[src/rtl/leb128_pkg.sv]
// Shared constants and types for the 32-bit LEB128 encoder and byte serializer.
package leb128_pkg;

  localparam int LEB128_MAX_BYTES = 5;
  localparam int LEB128_PACKED_W  = 8 * LEB128_MAX_BYTES;
  localparam int LEB128_LEN_W     = 3;

  typedef enum logic [0:0] {
    SER_IDLE = 1'b0,
    SER_SEND = 1'b1
  } ser_state_t;

endpackage

[src/rtl/leb128_byte_serializer.sv]
// Serializes one packed LEB128 word per handshake into a byte stream, LSB byte first, with end-of-word marker.
// Optional macro LEB128_SER_CHECK_EN adds a sticky len_err output and an assertion on illegal in_len.
//
// state    | meaning
// SER_IDLE | no word held, in_ready high
// SER_SEND | word held in r_shreg, r_remaining >= 1 bytes still to emit
module leb128_byte_serializer
  import leb128_pkg::*;
#(
  parameter int MAX_BYTES = LEB128_MAX_BYTES
) (
  input  logic                       clk,
  input  logic                       rst_n,
  input  logic                       in_valid,
  output logic                       in_ready,
  input  logic [LEB128_PACKED_W-1:0] in_packed,
  input  logic [LEB128_LEN_W-1:0]    in_len,
  output logic                       out_valid,
  input  logic                       out_ready,
  output logic [7:0]                 out_data,
`ifdef LEB128_SER_CHECK_EN
  output logic                       len_err,
`endif
  output logic                       out_last
);

  localparam logic [LEB128_LEN_W-1:0] MaxLen = LEB128_LEN_W'(MAX_BYTES);

  ser_state_t                 r_state;
  logic [LEB128_PACKED_W-1:0] r_shreg;
  logic [LEB128_LEN_W-1:0]    r_remaining;

  logic                    w_accept;
  logic                    w_byte_hs;
  logic [LEB128_LEN_W-1:0] w_eff_len;

  assign out_valid = (r_state == SER_SEND);
  assign out_data  = r_shreg[7:0];
  assign out_last  = (r_remaining == LEB128_LEN_W'(1));

  // Accepting on the last-byte handshake is what keeps back-to-back words bubble-free.
  assign in_ready  = (r_state == SER_IDLE) | (out_valid & out_ready & out_last);
  assign w_accept  = in_valid & in_ready;
  assign w_byte_hs = out_valid & out_ready;

  always_comb begin
    w_eff_len = in_len;
    if (in_len == '0)
      w_eff_len = LEB128_LEN_W'(1);
    else if (in_len > MaxLen)
      w_eff_len = MaxLen;
  end

  always_ff @(posedge clk or negedge rst_n) begin
    if (!rst_n) begin
      r_state     <= SER_IDLE;
      r_shreg     <= '0;
      r_remaining <= '0;
    end else if (w_accept) begin
      r_state     <= SER_SEND;
      r_shreg     <= in_packed;
      r_remaining <= w_eff_len;
    end else if (w_byte_hs) begin
      if (r_remaining > LEB128_LEN_W'(1)) begin
        r_shreg     <= r_shreg >> 8;
        r_remaining <= r_remaining - LEB128_LEN_W'(1);
      end else begin
        r_state     <= SER_IDLE;
        r_remaining <= '0;
      end
    end
  end

`ifdef LEB128_SER_CHECK_EN
  logic r_len_err;

  always_ff @(posedge clk or negedge rst_n) begin
    if (!rst_n)
      r_len_err <= 1'b0;
    else if (w_accept && ((in_len == '0) || (in_len > MaxLen)))
      r_len_err <= 1'b1;
  end

  assign len_err = r_len_err;

  a_len_legal : assert property (@(posedge clk) disable iff (!rst_n)
    w_accept |-> ((in_len != '0) && (in_len <= MaxLen)));
`endif

endmodule

[config.mk]
export PLATFORM = sky130hd
export DESIGN_NAME = leb128_byte_serializer
export DESIGN_NICKNAME = d
export VERILOG_FILES = /design/src/rtl/leb128_pkg.sv /design/src/rtl/leb128_byte_serializer.sv
export SDC_FILE = /design/constraint.sdc
export NUM_CORES = 1
export LEC_CHECK = 0
export CORE_MARGIN = 2
export CORE_UTILIZATION = 32
export CTS_BUF_LIST = sky130_fd_sc_hd__clkbuf_8
export DETAILED_ROUTE_END_ITERATION = 8
export SLEW_MARGIN = 5
export SYNTH_ARGS = -nofsm -noshare
export SYNTH_HDL_FRONTEND = slang
export SYNTH_SLANG_ARGS = --single-unit
[constraint.sdc]
create_clock -name clk -period 4 [get_ports clk]
set_clock_uncertainty 0.2 [all_clocks]
set_input_delay 0.8 -clock clk [delete_from_list [all_inputs] [get_ports clk]]
set_output_delay 0.8 -clock clk [all_outputs]
set_load 0.05 [all_outputs]
* Word level (Yosys, flattened, before mapping) *
Cells that the tools add are included.

storage, ports and cells
  output and inout bits = 11
  register bits = 44
  logic and storage cells = 29

operators by class
  muxes and demuxes = 11
  reductions and logical operators = 5
  bitwise gates (word level) = 5
  $add $sub $neg = 1
  magnitude comparators = 2
  equality and inequality tests = 2

operators by type and width
  cell                   count
  $mux W40               3
  $mux W3                5
  $reduce_and A2 Y1      2
  $reduce_bool A2 Y1     2
  $and A1 B1 Y1          3
  $eq A3 B1 Y1 const B   1
  $gt A3 B1 Y1 const B   1
  $gt A3 B3 Y1 const B   1
  $logic_not A3 Y1       1
  $mux W1                3
  $sub A3 B1 Y3 const B  1
  $ne A2 B2 Y1 const B   1
  $not A1 Y1             1
  $or A1 B1 Y1           1

* Logic depth before layout (Yosys ltp) *
  word-level depth = 6
  mapped depth = 8
  mapped depth without buffers = 6

* Worst setup path before layout *
No wires, ideal clock.

  kind = reg2out
  from = register r_remaining[1]
  to = output port in_ready
  cell stages (with the launch flop) = 6
  slack = 1.409 ns
  required time = 3.000 ns
  data arrival time = 1.591 ns
  path buffers = 0
  path through = dfrtp_1 -> inv_1 -> ha_1 -> nor2b_4 -> nand2_1 -> nand2_1

between the ends
  word-level cells in the longest chain between the ends = 3

RTL lines
  what                    line                          text
  start, declared         leb128_byte_serializer.sv:31  logic [LEB128_LEN_W-1:0] r_remaining;
  start signal, assigned  leb128_byte_serializer.sv:62  r_remaining <= w_eff_len;
  start signal, assigned  leb128_byte_serializer.sv:66  r_remaining <= r_remaining - LEB128_LEN_W'(1);
  $eq A3 B1 Y1            leb128_byte_serializer.sv:39  assign out_last = (r_remaining == LEB128_LEN_W'(1));
  via out_last            leb128_byte_serializer.sv:24  output logic out_last
  $and A1 B1 Y1           leb128_byte_serializer.sv:42  assign in_ready = (r_state == SER_IDLE) | (out_valid & out_ready & out_last);
  $or A1 B1 Y1            leb128_byte_serializer.sv:42
  end, declared           leb128_byte_serializer.sv:15  output logic in_ready,

The timed path passes the listed nets, and every way through them passes these cells.

* Final worst setup path *
  from = input port out_ready
  to = output port in_ready

between the ends
  word-level cells in the longest chain between the ends = 3

RTL lines
  what                         line                          text
  start, declared              leb128_byte_serializer.sv:19  input logic out_ready,
  $and A1 B1 Y1 (2 in series)  leb128_byte_serializer.sv:42
  $or A1 B1 Y1                 leb128_byte_serializer.sv:42

Every way passes these cells.

==> key figures <==
Logic synthesis
  • Xor/xnor share of the synthesized area: 0.432%
  • Synthesized flop and latch total: 44
  • Main synth FF type: dfrtp_1
  • Cell count after synthesis: 206
  • Syn avg cell area: 9.85 sq um
  • Post-synthesis cell area: 2030 sq um
  • Commonest cells post-synth: nor2_1 (66), dfrtp_1 (44), o22ai_1 (32), nand2_1 (9)
  • Synth Area in Simple Gates: 18.3%
  • Ys async rst share: 100%
  • Post-synth EDFFs: 0
  • Most common cell in the netlist: nor2_1
  • Area leader, netlist: dfrtp_1
  • Share of the synthesized area in the top cell type: 54.3%
  • Syn Nets: 255
  • Post-synthesis cell type count: 28
  • Ys Warns: 0
  • Largest family of logic cells by synthesized area: simple AND/OR/NAND/NOR gates
  • Ranking of synthesized cells by area: dfrtp_1 (54%), nor2_1 (12%), o22ai_1 (9.9%)
  • Multiplexer share of the synthesized area: 1.17%
  • Synth Area in Compound Gates: 17.0%
  • Post-synthesis sequential area ratio: 54.3%
  • Adder-Cell Fraction of Synth Area: 1.23%

Global route
  • Antenna violations before repair: 0
  • Pin count of the biggest net entering global routing: 45
  • Congestion Overflow GR: 0
  • Gr usage total: 12.8%
  • Vias in the first global route: 1,566
  • Global-route wire length before repair: 7220 um

Clocking
  • Clock slew at reported path FFs: 0.08 ns
  • Post-CTS setup buffer count: 0
  • CTS tree: yes
  • Later-pin clock latency in the skew report: 0.29 ns
  • Post_cts resized: 0
  • Hold-fix buffers at CTS: 0
  • Number of CTS-inserted buffers: 5
  • CTS root buf: clkbuf_8
  • # clock sinks: 44
  • CTS Buffer Depth: 2
  • CTS HTree Levels: 2

Cells and area
  • # fillers: 645
  • # nets final: 302
  • Share of cells above drive strength 1: 7.09%
  • Layout area overhead: 31.8%
  • Fin area: 2670 sq um
  • Fin util: 42.8%
  • Antenna cells: 0

STA
  • RSZ-0062 raised after global routing: no
  • Max Clock Freq: 302 MHz
  • Minimum clock period: 3.31 ns
  • Final setup fails: 0
  • Least-Margin Pin Slew: 0.996 ns
  • Setup_tns: 0 ns
  • Final hold violations: 0
  • Slew Limit Fails: 0
  • Setup ws final: 0.689 ns
  • Worst hold margin: 0.305 ns
  • Slew margin rel.: 33.6%
  • Final period utilization: 82.8%

Detailed routing
  • DR vias/cell: 4.74
  • Via count: 1,569
  • Drt wl/cell: 13.1 um
  • DRT iter0 DRCs: 56
  • Final ANT Viol Nets: 0
  • First-pass DRT Iterations: 4
  • WL final: 4340 um
  • DRC: 0

Setup path
  • Crit path from: out_ready
  • Worst-path maximum fanout: 6
  • CP Class: in2out
  • CP Launch Type: input port
  • R2R Path End: r_shreg[28]$_DFFE_PN0P_
  • Reg2Reg Setup Slack: 1.81 ns
  • Required @ worst endpoint: 3.00 ns
  • Worst setup path endpoint: in_ready
  • Crit path DAT: 2.31 ns
  • Worst reg2reg startpoint: r_remaining[1]$_DFFE_PN0P_
  • CP endpoint kind: primary output
  • Depth of the worst register-to-register path: 6

Job
  • Max cap viols: 0

Floorplanning
  • Die area: 6990 sq um
  • Die Width: 83.6 um
  • Chip Height: 83.6 um
  • # rows: 29
  • Core ar.: 6240 sq um
  • Initial core utilization: 32.5%
  • IO Count: 58

Pwr
  • Psw: 849 uW
  • Logic pwr share: 46.0%
  • P_leak: 1.09 nW
  • Power Density: 779 nW/um^2
  • Switch share: 40.8%
  • Sequential share of power: 38.3%
  • Clock Power Share: 15.7%
  • Internal power: 1.23 mW
  • Peak VDD IR: 0.283 mV

Placed design
  • Setup WS pre-CTS: 0.684 ns
  • GPL Wtd Cong: 0.724
  • Post-DP Area: 2560 sq um
  • Dpl hpwl: 2920 um
  • Port buffer count: 57

Min path
  • Hold depth: 1
  • Hold Path Class: reg2reg

Status
  • Outcome: completed
logic make-up after synthesis:
group	Yosys count
buffers and inverters	23
flip-flops	44
adder cells (fa/ha/maj)	2
AND/OR/NAND/NOR	87
XOR/XNOR	1
multiplexers	2
AO/OA/AOI/OAI	47
power groups by stage:
| stage | clock network, mW | logic [mW] | registers [mW] |
|---|---|---|---|
| floorplan | 0 | 0.806 | 0.780 |
| detailed placement | 0 | 0.968 | 0.809 |
| CTS | 0.344 | 0.970 | 0.799 |
| global route | 0.359 | 1.07 | 0.830 |
| finish | 0.326 | 0.958 | 0.798 |
| global placement | 0 | 0.953 | 0.798 |
sequential cells by signal, indices dropped and copies added, names as in the netlist:
register,cells
r_shreg,40
r_remaining,3
out_valid,1
worst min-delay path by stage:
stage,end,startpoint
detailed placement,r_shreg[33]$_DFFE_PN0P_,r_shreg[33]$_DFFE_PN0P_
floorplan,r_shreg[32]$_DFFE_PN0P_,r_shreg[32]$_DFFE_PN0P_
global placement,r_shreg[33]$_DFFE_PN0P_,r_shreg[33]$_DFFE_PN0P_
CTS,r_shreg[32]$_DFFE_PN0P_,r_shreg[32]$_DFFE_PN0P_
global route,r_shreg[33]$_DFFE_PN0P_,r_shreg[33]$_DFFE_PN0P_
finish,r_shreg[33]$_DFFE_PN0P_,r_shreg[33]$_DFFE_PN0P_
metrics by stage:
stage | power, mW | std cells
after floorplan | 1.59 | 206
after global placement | 1.75 | 323
after detailed placement | 1.78 | 323
after CTS | 2.11 | 331
after global routing | 2.25 | 331
final | 2.08 | 331
layer usage:
layer	wire length [um]	up-vias	share of wire (%)	track usage (%)
met5	0	-	0	0
met4	38	0	0.88	4.25
met3	219	4	5.0	3.76
met2	2000	44	46	21.0
met1	2080	701	48	16.3
li1	-	820	-	-
critical path, stage by stage:
cell             delay [ns]
clkdlybuf4s50_1        0.57
nand2_1                0.07
nand2_1                0.07
clkdlybuf4s50_1        0.80
cell usage in the layout (no fill, tap or decap), drive strengths merged, types with 2 or more instances in the layout:
cell,instances
inv,5
clkbuf,5
a31oi,2
nand3,3
buf,3
nand2,9
nor2,68
clkdlybuf4s50,56
o22ai,32
nor4,2
dfrtp,44
mux2i,2
ha,2
a22o,8
layout make-up:
class	instances	area [sq um]	share of cell area [%]
multi-input cells	139	772	28.9
clock inverters	3	38.8	1.45
inverters	4	15.0	0.562
flip-flops and latches	44	1100	41.2
repair buffers	59	581	21.7
well taps	77	96.3	3.60
clock buffers	5	68.8	2.57
Note: power is estimated with default switching activity, not from simulation.
